`src/rtl/grid_pkg.sv`:
```
// Shared types, colours and grid defaults for the board cursor controller.
// Colours are packed as {R, G, B}, one byte each.
package grid_pkg;

  localparam int GRID_W_DEF = 8;
  localparam int GRID_H_DEF = 8;

  localparam logic [23:0] RGB_EMPTY  = 24'h53565B;
  localparam logic [23:0] RGB_CURSOR = 24'hFFFFFF;
  localparam logic [23:0] RGB_P1     = 24'hD02020;
  localparam logic [23:0] RGB_P2     = 24'hF0D020;

  typedef enum logic [1:0] {
    OWN_EMPTY = 2'd0,
    OWN_P1    = 2'd1,
    OWN_P2    = 2'd2
  } owner_t;

  typedef enum logic [2:0] {
    ST_INIT    = 3'd0,
    ST_PAINT   = 3'd1,
    ST_IDLE    = 3'd2,
    ST_RESTORE = 3'd3,
    ST_PLACE   = 3'd4
  } state_t;

  // An owned cell always shows its owner; the cursor only shows on empty cells.
  function automatic logic [23:0] cell_rgb(input owner_t own, input logic under_cursor);
    case (own)
      OWN_P1:  cell_rgb = RGB_P1;
      OWN_P2:  cell_rgb = RGB_P2;
      default: cell_rgb = under_cursor ? RGB_CURSOR : RGB_EMPTY;
    endcase
  endfunction

endpackage

```
`src/rtl/pulse_edge.sv`:
```
// One-bit rising-edge detector; the history flop updates every cycle so a
// held level yields exactly one pulse.
module pulse_edge (
  input  logic i_clk,
  input  logic i_rst,
  input  logic i_level,
  output logic o_pulse
);

  logic r_prev;

  always_ff @(posedge i_clk or posedge i_rst) begin
    if (i_rst) r_prev <= 1'b0;
    else       r_prev <= i_level;
  end

  assign o_pulse = i_level & ~r_prev;

endmodule

```
`src/rtl/grid_cursor_ctrl.sv`:
```
// Turns button edges into renderer cell writes while owning the board state,
// cursor position and turn order. All outputs are registered.
module grid_cursor_ctrl
  import grid_pkg::*;
#(
  parameter int GRID_W = GRID_W_DEF,
  parameter int GRID_H = GRID_H_DEF
) (
  input  logic       clk,
  input  logic       rst,
  input  logic       btn_up,
  input  logic       btn_down,
  input  logic       btn_left,
  input  logic       btn_right,
  input  logic       btn_place,
  output logic       wr_enable,
  output logic [3:0] posX,
  output logic [3:0] posY,
  output logic [7:0] wr_r,
  output logic [7:0] wr_g,
  output logic [7:0] wr_b,
  output logic       cur_player,
  output logic       busy,
  output logic       board_full,
  output logic [2:0] dbg_state
);

  localparam int         CELLS    = GRID_W * GRID_H;
  localparam int         CW       = $clog2(CELLS);
  localparam logic [6:0] FULL_CNT = 7'(CELLS);

  logic w_e_up, w_e_down, w_e_left, w_e_right, w_e_place;

  pulse_edge u_edge_up    (.i_clk(clk), .i_rst(rst), .i_level(btn_up),    .o_pulse(w_e_up));
  pulse_edge u_edge_down  (.i_clk(clk), .i_rst(rst), .i_level(btn_down),  .o_pulse(w_e_down));
  pulse_edge u_edge_left  (.i_clk(clk), .i_rst(rst), .i_level(btn_left),  .o_pulse(w_e_left));
  pulse_edge u_edge_right (.i_clk(clk), .i_rst(rst), .i_level(btn_right), .o_pulse(w_e_right));
  pulse_edge u_edge_place (.i_clk(clk), .i_rst(rst), .i_level(btn_place), .o_pulse(w_e_place));

  state_t      r_state;
  logic [3:0]  r_cur_x, r_cur_y;
  logic        r_init_done;
  logic [6:0]  r_count;
  logic        r_full;
  logic        r_player;
  logic        r_wr_en;
  logic [3:0]  r_pos_x, r_pos_y;
  logic [23:0] r_rgb;
  logic        r_busy;
  owner_t      r_occ [CELLS];

  logic [CW-1:0] w_cur_idx;
  owner_t        w_cur_own;

  assign w_cur_idx = CW'(int'(r_cur_y) * GRID_W + int'(r_cur_x));
  assign w_cur_own = r_occ[w_cur_idx];

  state_t      w_state_nxt;
  logic        w_wr_en;
  logic [3:0]  w_wr_x, w_wr_y;
  logic [23:0] w_wr_rgb;
  logic [3:0]  w_cur_x_nxt, w_cur_y_nxt;
  logic        w_init_done_nxt;
  logic        w_occ_we;
  owner_t      w_occ_val;
  logic        w_place;

  // A state's write is registered on the edge that enters it, so the strobe
  // is on the outputs while the FSM sits in that state (INIT lags by one).
  always_comb begin
    w_state_nxt     = r_state;
    w_wr_en         = 1'b0;
    w_wr_x          = r_cur_x;
    w_wr_y          = r_cur_y;
    w_wr_rgb        = 24'h0;
    w_cur_x_nxt     = r_cur_x;
    w_cur_y_nxt     = r_cur_y;
    w_init_done_nxt = r_init_done;
    w_occ_we        = 1'b0;
    w_occ_val       = OWN_EMPTY;
    w_place         = 1'b0;
    case (r_state)
      ST_INIT: begin
        w_wr_en = 1'b1;
        if (!r_init_done) begin
          // The cursor doubles as the raster scan pointer and ends on (0,0).
          w_wr_rgb = RGB_EMPTY;
          w_occ_we = 1'b1;
          if (r_cur_x == 4'(GRID_W - 1)) begin
            w_cur_x_nxt = 4'd0;
            if (r_cur_y == 4'(GRID_H - 1)) begin
              w_cur_y_nxt     = 4'd0;
              w_init_done_nxt = 1'b1;
            end else begin
              w_cur_y_nxt = r_cur_y + 4'd1;
            end
          end else begin
            w_cur_x_nxt = r_cur_x + 4'd1;
          end
        end else begin
          w_wr_x          = 4'd0;
          w_wr_y          = 4'd0;
          w_wr_rgb        = RGB_CURSOR;
          w_init_done_nxt = 1'b0;
          w_state_nxt     = ST_PAINT;
        end
      end
      ST_IDLE: begin
        if (w_e_place) begin
          if (w_cur_own == OWN_EMPTY && !r_full) begin
            w_place     = 1'b1;
            w_occ_we    = 1'b1;
            w_occ_val   = r_player ? OWN_P2 : OWN_P1;
            w_wr_en     = 1'b1;
            w_wr_rgb    = r_player ? RGB_P2 : RGB_P1;
            w_state_nxt = ST_PLACE;
          end
        end else if (w_e_up || w_e_down || w_e_left || w_e_right) begin
          w_wr_en     = 1'b1;
          w_wr_rgb    = cell_rgb(w_cur_own, 1'b0);
          w_state_nxt = ST_RESTORE;
          if (w_e_up)
            w_cur_y_nxt = (r_cur_y == 4'd0) ? 4'(GRID_H - 1) : r_cur_y - 4'd1;
          else if (w_e_down)
            w_cur_y_nxt = (r_cur_y == 4'(GRID_H - 1)) ? 4'd0 : r_cur_y + 4'd1;
          else if (w_e_left)
            w_cur_x_nxt = (r_cur_x == 4'd0) ? 4'(GRID_W - 1) : r_cur_x - 4'd1;
          else
            w_cur_x_nxt = (r_cur_x == 4'(GRID_W - 1)) ? 4'd0 : r_cur_x + 4'd1;
        end
      end
      ST_RESTORE: begin
        w_wr_en     = 1'b1;
        w_wr_rgb    = cell_rgb(w_cur_own, 1'b1);
        w_state_nxt = ST_PAINT;
      end
      ST_PAINT: w_state_nxt = ST_IDLE;
      ST_PLACE: w_state_nxt = ST_IDLE;
      default:  w_state_nxt = ST_INIT;
    endcase
  end

  always_ff @(posedge clk or posedge rst) begin
    if (rst) begin
      r_state     <= ST_INIT;
      r_cur_x     <= 4'd0;
      r_cur_y     <= 4'd0;
      r_init_done <= 1'b0;
      r_count     <= 7'd0;
      r_full      <= 1'b0;
      r_player    <= 1'b0;
      r_wr_en     <= 1'b0;
      r_pos_x     <= 4'd0;
      r_pos_y     <= 4'd0;
      r_rgb       <= 24'h0;
      r_busy      <= 1'b1;
    end else begin
      r_state     <= w_state_nxt;
      r_cur_x     <= w_cur_x_nxt;
      r_cur_y     <= w_cur_y_nxt;
      r_init_done <= w_init_done_nxt;
      r_wr_en     <= w_wr_en;
      r_pos_x     <= w_wr_x;
      r_pos_y     <= w_wr_y;
      r_rgb       <= w_wr_rgb;
      r_busy      <= (w_state_nxt != ST_IDLE);
      if (w_place) begin
        r_count  <= r_count + 7'd1;
        r_full   <= (r_count + 7'd1 == FULL_CNT);
        r_player <= ~r_player;
      end
    end
  end

  // Occupancy needs no reset: INIT rewrites every cell before anything reads it.
  always_ff @(posedge clk) begin
    if (w_occ_we) r_occ[w_cur_idx] <= w_occ_val;
  end

  assign wr_enable  = r_wr_en;
  assign posX       = r_pos_x;
  assign posY       = r_pos_y;
  assign wr_r       = r_rgb[23:16];
  assign wr_g       = r_rgb[15:8];
  assign wr_b       = r_rgb[7:0];
  assign cur_player = r_player;
  assign busy       = r_busy;
  assign board_full = r_full;
  assign dbg_state  = r_state;

endmodule

```
`config.mk`:
```
export PLATFORM = sky130hd
export DESIGN_NAME = grid_cursor_ctrl
export DESIGN_NICKNAME = d
export VERILOG_FILES = /design/src/rtl/grid_pkg.sv /design/src/rtl/pulse_edge.sv /design/src/rtl/grid_cursor_ctrl.sv
export SDC_FILE = /design/constraint.sdc
export NUM_CORES = 1
export LEC_CHECK = 0
export CAP_MARGIN = 15
export CORE_MARGIN = 4
export CORE_UTILIZATION = 50
export DETAILED_ROUTE_END_ITERATION = 6
export HOLD_SLACK_MARGIN = 0.06
export MAX_ROUTING_LAYER = met4
export PLACE_DENSITY = 0.66
export SLEW_MARGIN = 25
export SYNTH_ARGS = -nofsm -noshare
export SYNTH_HDL_FRONTEND = slang
export SYNTH_HIERARCHICAL = 1
export SYNTH_SLANG_ARGS = --single-unit
```
`constraint.sdc`:
```
create_clock -name clk -period 5.6 [get_ports clk]
set_input_delay 1.4 -clock clk [delete_from_list [all_inputs] [get_ports clk]]
set_output_delay 1.4 -clock clk [all_outputs]
set_load 0.02 [all_outputs]
```
==> results.toml, run 1 <==
[run]
maxCapViolCount = 0

[synth]
synthArstFlopShare_pct = 25.1
ys_ff_latch = 171
synthFlopType = "edfxtp_1"
netlist_instances = 527
synth_fp_nets = 545
yosysSeqAreaShare_pct = 65.3
yosysWarnings = 6
synth_area_sq_um = 7540
syn_area_per_cell_sq_um = 14.3
yosys.cell_types.count = 58
synth_edf_count = 128

[critical_path]
cp-start-kind = "flop"
crit_chain = "buf_4 > mux2_2 > a221oi_1 > o22ai_1 > a31oi_1 > and3_1 > ha_1 > and3b_1 > nand2_1 > a21oi_2 > nand3_1 > nor2_1"
cp.required_ps = 5720
worstPathArrival_ps = 4560
cp-end-kind = "flop"
ff2ff_setup_slack_ps = 1160
path_class = "reg -> reg"
cp_max_fo = 32
rr_worst_depth = 12
cp_slowest_cell = "dfrtp_4"
reg2reg_from = "r_cur_x[0]"
crit_path_max_incr_delay_ps = 780
worstReg2RegEnd = "r_occ[54][1]"

[power_and_ir_drop]
p_leak_uw = 0.00312
p_switching_uw = 1750
power_density_nw_per_um2 = 543
combPwrFrac_pct = 38.7
cell_internal_pwr_uw = 2930
pwr-share-clk_pct = 24.6
max-vdd-ir-drop_v = 0.000298
seq_power_share_pct = 36.6
swShare_pct = 37.5

[floorplan]
die_h_microns = 131
io_pins = 46
start_util_pct = 51.5
rows = 44
coreArea_sq_um = 14600
die_w_microns = 131
die-area_sq_um = 17100

[worst_hold_path]
whs_endpoint = "r_count[5]"
holdPathStages = 1
hp-start = "r_count[5]"
hold_class = "reg -> reg"

[grt]
overflow = 0
grt_max_degree = 65
grt_pass1_wl_microns = 24000
antenna_found_initial = 0
grt_pass1_vias = 4328
grt_use_total_pct = 19.7

[outcome]
status = "completed"

[final_layout]
fillers = 1114
drive_gt1_share_pct = 13.4
diodes = 0
area_growth_pct = 14.4
utilization_pct = 58.9
finish.net_count = 580

[timing]
min_period_ps = 4440
finalSetupTns_ps = 0
max_freq_mhz = 225
finalWorstSetupSlack_ps = 1160
finClkSkew_ps = 11.2
rsz0062_at_grt = "no"
tightest_slew_ps = 726
slew_violations = 0
setup_viol = 0
fin_crit_sh_pct = 79.3
finalHoldViolCount = 0
slew-limit-headroom_pct = 51.4

[placement]
dpl.hpwl_microns = 9810
io_buffers = 45
dpl_worst_slack_ps = 863
gp_congestion = 0.844

[clocking]
post-cts-setup-buffers = 0
cts.sink_count = 171
root_buffer = "clkbuf_16"
clockBufferDepth = 2
cts_made_buffers = 17
clk_pin_slew_ps = 70
cts_tree = "done"
clock_latency_ps = 430
cts_resized = 0
holdBufCountCts = 0
htree_levels = 4

[detailed_routing]
vias = 4340
dr.first_iter.drc_count = 572
firstDrtPassIters = 5
vias_per_cell = 5.72
drcViolationCount = 0
routed_wl_microns = 15300
wl_per_cell_microns = 20.1
ant_nets = 0
[kinds of logic after synthesis]
family                   count (synthesis)  share of synthesized area (%)
adder cells (fa/ha/maj)                 11                           1.83
multiplexers                            46                           11.0
AO/OA/AOI/OAI                           62                           5.23
XOR/XNOR                                13                           1.51
flip-flops                             171                           65.3
buffers and inverters                   54                           4.15
AND/OR/NAND/NOR                        170                           11.0
[final cells by class]
class	instances	area [sq um]	share of cell area, %
Clock inverter	14	153	1.77
Multi-Input combinational cell	302	2310	26.8
Timing Repair Buffer	53	510	5.92
Sequential cell	171	4920	57.1
Tap cell	184	230	2.67
Inverter	17	63.8	0.740
Clock buffer	18	429	4.98
[synthesized netlist by cell type (5+ instances only)]
master / number / area share [%]
mux4_2: 23 / 6.9
a21oi_1: 14 / 0.93
clkbuf_1: 7 / 0.35
buf_4: 18 / 1.8
mux2i_1: 17 / 2.3
buf_2: 9 / 0.60
o21ai_0: 15 / 1.0
inv_1: 16 / 0.80
o22ai_1: 6 / 0.50
nand2_1: 25 / 1.2
xor2_1: 5 / 0.58
dfrtp_1: 42 / 14
edfxtp_1: 128 / 51
nor3_1: 7 / 0.46
mux4_1: 5 / 1.7
ha_1: 11 / 1.8
xnor2_1: 8 / 0.93
nor2b_4: 5 / 0.91
nand3_1: 15 / 1.0
nor2_1: 84 / 4.2
nor2b_1: 7 / 0.58
[stage by stage]
| step | instance area (sq um) | power [uW] | hold slack (ps) | instances |
|---|---|---|---|---|
| 2_1_floorplan | 7540 | 3020 | 464 | 527 |
| 3_3_place_gp | 8040 | 3540 | 482 | 727 |
| 3_5_place_dp | 8040 | 3550 | 507 | 727 |
| 4_1_cts | 8620 | 4710 | 522 | 759 |
| 5_1_grt | 8620 | 4950 | 529 | 759 |
| 6_report | 8620 | 4680 | 516 | 759 |
[how the worst max path moves through the flow]
| stage | startpoint | end | cells after the start |
|---|---|---|---|
| finish | r_cur_x[0] | r_occ[54][1] | 12 |
| global route | r_cur_x[0] | r_occ[54][1] | 12 |
| CTS | r_cur_x[0] | r_occ[54][1] | 12 |
| detailed placement | r_cur_x[0] | r_occ[54][0] | 12 |
| global placement | r_cur_x[0] | r_occ[6][1] | 12 |
| floorplan | r_cur_x[3] | r_occ[0][0] | 12 |
[worst max-delay path: cells and delay by family, from the launching register on]
family          cells  cell delay, ps
mux                 1             350
compound gates      4             920
simple gates        5            1600
flops               1             780
fa+ha+maj           1             170
buf+inv             1             290
[per-layer routing]
layer	wire length (microns)	global-route usage [%]	part of all wire, %
met1	6640	25.6	43
met2	7630	31.3	50
met3	855	5.00	5.6
met4	163	5.44	1.1
met5	0	-	0
[state kept, by name (all words and copies together) (netlist names), 3 cells and up]
name       cells
r_cur_x        4
r_cur_y        4
posY           4
r_rgb          7
r_occ        128
posX           4
dbg_state      3
r_count        7
[power groups by stage]
stage / Sequential (uW) / Combinational [uW] / Clock [uW]
2_1_floorplan: 1720 / 1300 / 0
3_3_place_gp: 1740 / 1800 / 0
3_5_place_dp: 1740 / 1810 / 0
4_1_cts: 1720 / 1820 / 1170
5_1_grt: 1750 / 1970 / 1230
6_report: 1710 / 1810 / 1150
[cells in the final DEF, fill, tap and decap left out, types with 8 or more instances in the layout]
master / synthesis / layout
clkdlybuf4s50_1: 0 / 45
a21oi_1: 14 / 14
clkbuf_16: 0 / 17
nand3_1: 15 / 15
buf_4: 18 / 8
edfxtp_1: 128 / 128
o21ai_0: 15 / 15
nand2_1: 25 / 25
nor2_1: 84 / 83
dfrtp_1: 42 / 41
mux2i_1: 17 / 17
xnor2_1: 8 / 8
mux4_2: 23 / 23
ha_1: 11 / 11
inv_1: 16 / 16
Power figures use the tool's default switching activity.
==> run 2: changes to the inputs <==
- clock period: 5.6 -> 4.28 ns (I/O delays scaled with it)
==> run 2 against run 1 <==
Register-to-register slack got worse by 890 ps. Combinational power is 43% higher. Largest cell class unchanged. Cell count grew 1.7%. Sequential share of layout area shrank 0.97 points. Clock power up 33%. Count of clock-buffer cells in the layout grew 1. Critical path depth decreased by 1. Sequential power increased by 27%.
==> results.toml, run 2 (synthesized netlist as in run 1, its figures left out) <==
[clocking]
cts_resized = 0
clk_pin_slew_ps = 70
root_buffer = "clkbuf_16"
cts_tree = "done"
htree_levels = 4
clock_latency_ps = 430
post-cts-setup-buffers = 0
holdBufCountCts = 0
clockBufferDepth = 2
cts_made_buffers = 17
cts.sink_count = 171

[timing]
min_period_ps = 4010
slew-limit-headroom_pct = 35.0
finalWorstSetupSlack_ps = 271
finalHoldViolCount = 0
setup_viol = 0
max_freq_mhz = 249
slew_violations = 0
tightest_slew_ps = 969
rsz0062_at_grt = "no"
fin_crit_sh_pct = 93.7
finalSetupTns_ps = 0
finClkSkew_ps = 8.86

[power_and_ir_drop]
power_density_nw_per_um2 = 717
max-vdd-ir-drop_v = 0.000387
p_leak_uw = 0.00320

[final_layout]
largest_reg_flops = 128
drive_gt1_share_pct = 15.3
area_growth_pct = 16.3
reg.largest.list = "r_occ x128, r_count x7, r_rgb x7"
final_cell_mix = "edfxtp_1 (128), nor2_1 (83), clkdlybuf4s50_1 (45), dfrtp_1 (41), nand2_1 (25)"
finish.net_count = 593
finalInstanceArea_sq_um = 8770
utilization_pct = 59.9
top_register = "r_occ"
diodes = 0
fin_cells = 772
final_common_cell = "edfxtp_1"

[floorplan]
die_h_microns = 131
die_w_microns = 131
start_util_pct = 51.5
die-area_sq_um = 17100
rows = 44
io_pins = 46
coreArea_sq_um = 14600

[critical_path]
cp-end-kind = "flop"
cp.required_ps = 4400
worstPathArrival_ps = 4130
cp_max_fo = 20
cp-start-kind = "flop"
path_class = "reg -> reg"

[detailed_routing]
routed_wl_microns = 15400
vias_per_cell = 5.74
firstDrtPassIters = 5
wl_per_cell_microns = 20.0
ant_nets = 0
drcViolationCount = 0
dr.first_iter.drc_count = 511
vias = 4433

[grt]
grt_pass1_vias = 4574
grt_pass1_wl_microns = 24800
grt_use_total_pct = 20.3
antenna_found_initial = 0
grt_max_degree = 66
overflow = 0

[placement]
placed_area_sq_um = 8170
dp.cells = 740
dpl_worst_slack_ps = 343
gp_congestion = 0.866
dpl.hpwl_microns = 10000
io_buffers = 45

[worst_hold_path]
hold_class = "reg -> reg"

[outcome]
status = "completed"

[run]
maxCapViolCount = 0
run 2: changes by cell type in the layout (fill, tap and decap cells not counted), sizes merged:
cell / change
buf: +13
bufinv: +1
clkbuf: +1
clkinv: +2
clkinvlp: -1
inv: -3
run 2: power breakdown:
group	switching (uW)	internal (uW)	total [uW]
registers	155	2020	2170
clock network	650	877	1530
logic	1500	1090	2580
total	2300	3980	6280
run 2: metrics by stage:
stage,hold WS (ps),power [uW]
after floorplan,464,3960
after global placement,479,4760
after detailed placement,491,4790
after CTS,504,6330
after global routing,532,6640
final,507,6280
run 2: critical path: stages, from the launching register on:
cell     delay, ps
dfrtp_2        390
buf_12         190
mux4_2         530
mux2i_1        380
o22ai_1        170
nor4_2         460
ha_1           220
and3b_1        180
nand2_1        120
a21oi_1        300
nand2_1        420
nor2_1         320
run 2: final timing paths:
path / startpoint / to / cells after the start / slack, ps
setup reg to reg: r_cur_x[0] / r_occ[61][0] / 11 / 270
hold reg to reg: r_count[5] / r_count[5] / 1 / 510
setup / recovery: r_cur_x[0] / r_occ[61][0] / 11 / 270
hold / removal: r_count[5] / r_count[5] / 1 / 510
min in group asynchronous: rst / u_edge_place/r_prev / 2 / 900
max in group asynchronous: rst / r_cur_x[0] / 3 / 2720
run 2: final cells by class:
class,count,area (sq um)
multi-input combinational,302,2310
timing repair buffer,66,646
clock buffer,19,433
clock inverter,13,160
inverter,17,63.8
sequential,171,4920
fill,1116,5880
tap,184,230
run 2: per-layer routing:
metal / GRT usage, % / share of wire (%) / wire [microns] / up-vias
li1: - / - / - / 2038
met1: 25.5 / 42 / 6550 / 2231
met2: 31.0 / 49 / 7540 / 128
met3: 5.12 / 5.5 / 853 / 36
met4: 10.1 / 3.2 / 493 / 0
met5: - / 0 / 0 / -
==> run 3: changes to the inputs <==
==> constraint.sdc (replaced) <==
create_clock -name clk -period 4.28 [get_ports clk]
set_input_delay 0.642 -clock clk [delete_from_list [all_inputs] [get_ports clk]]
set_output_delay 0.642 -clock clk [all_outputs]
set_load 0.02 [all_outputs]
==> run 3 against run 2 <==
Sequential power about the same. Maximum frequency is 3.9% higher. Sequential share of layout area down 0.13 points. Sequential cell count did not move. Cell count unchanged. First-iteration DRC count shrank 15%. Worst setup slack gained 150 ps. Global-route usage is 0.24 points lower.
==> results.toml, run 3 (synthesized netlist as in run 1, its figures left out) <==
[detailed_routing]
drcViolationCount = 0
vias_per_cell = 5.69
dr.first_iter.drc_count = 432
firstDrtPassIters = 6
routed_wl_microns = 15400
wl_per_cell_microns = 19.9
vias = 4396
ant_nets = 0

[critical_path]
crit_start = "r_cur_x[3]"
cp_max_fo = 10
cp-end-kind = "flop"
cp-start-kind = "flop"
worstPathArrival_ps = 3990
rr_worst_depth = 13
path_class = "reg -> reg"
reg2reg_from = "r_cur_x[3]"
cp.required_ps = 4420

[worst_hold_path]
hold_class = "in -> async"

[timing]
tightest_slew_ps = 1000
slew-limit-headroom_pct = 32.7
min_period_ps = 3860
fin_crit_sh_pct = 90.1
setup_viol = 0
rsz0062_at_grt = "no"
slew_violations = 0
finalSetupTns_ps = 0
max_freq_mhz = 259
finClkSkew_ps = 7.64
finalHoldViolCount = 0

[final_layout]
final_common_cell = "edfxtp_1"
final_cell_mix = "edfxtp_1 (128), nor2_1 (83), clkdlybuf4s50_1 (45), dfrtp_1 (41), nand2_1 (25)"
diodes = 0
fin_cells = 772
drive_gt1_share_pct = 15.3
finalInstanceArea_sq_um = 8790
largest_reg_flops = 128
top_register = "r_occ"
area_growth_pct = 16.6
utilization_pct = 60.0
reg.largest.list = "r_occ x128, r_count x7, r_rgb x7"
finish.net_count = 593

[placement]
io_buffers = 45
placed_area_sq_um = 8190
dp.cells = 740
dpl.hpwl_microns = 10100
gp_congestion = 0.850

[clocking]
clk_pin_slew_ps = 70
htree_levels = 4
cts.sink_count = 171
cts_resized = 0
clockBufferDepth = 2
root_buffer = "clkbuf_16"
clock_latency_ps = 420
cts_tree = "done"
cts_made_buffers = 17
holdBufCountCts = 0
post-cts-setup-buffers = 0

[power_and_ir_drop]
max-vdd-ir-drop_v = 0.000302
p_leak_uw = 0.00320
finalPower_uw = 6350
power_density_nw_per_um2 = 723

[grt]
grt_max_degree = 65
grt_pass1_wl_microns = 24700
grt_pass1_vias = 4418
antenna_found_initial = 0
grt_use_total_pct = 20.1
overflow = 0

[floorplan]
coreArea_sq_um = 14600
die_w_microns = 131
io_pins = 46
start_util_pct = 51.5
die_h_microns = 131
rows = 44
die-area_sq_um = 17100

[run]
maxCapViolCount = 0

[outcome]
status = "completed"
run 3: worst max-delay path, stage by stage (launching register included):
cell      delay [ps]
dfrtp_1          460
ha_1             240
ha_1             350
nor2b_1          270
nand2_2          210
o22ai_1          220
a211oi_1          80
and3_1           190
ha_1             190
and3b_1          190
nand2_1          130
inv_1             70
o21ai_1          790
nor2_1           180
run 3: area by class of cell:
type / count / area [sq um]
Multi-Input combinational cell: 302 / 2310
Sequential cell: 171 / 4920
Timing Repair Buffer: 66 / 658
Fill cell: 1079 / 5860
Tap cell: 184 / 230
Clock inverter: 13 / 168
Clock buffer: 19 / 433
Inverter: 17 / 63.8
run 3: stage by stage:
stage | setup WS [ps] | hold slack [ps]
floorplan | 393 | 371
global placement | 469 | 479
detailed placement | 444 | 494
CTS | 422 | 472
global route | 132 | 500
finish | 423 | 484
run 3: final timing paths:
path / to / slack, ps
setup / recovery: r_occ[39][0] / 420
hold / removal: u_edge_left/r_prev / 480
setup reg to reg: r_occ[39][0] / 420
hold reg to reg: r_count[5] / 500
max in group asynchronous: busy / 3140
min in group clk: r_count[5] / 500
run 3: report_power, final:
part           internal (uW)  switching, uW  total (uW)
registers               2020            159        2180
logic                   1110           1510        2620
clock network            923            627        1550
run 3: metal layers:
layer | global-route usage, % | part of all wire (%)
met1 | 26.6 | 44
met2 | 30.2 | 49
met3 | 4.59 | 5.4
met4 | 8.47 | 2.4
met5 | - | 0
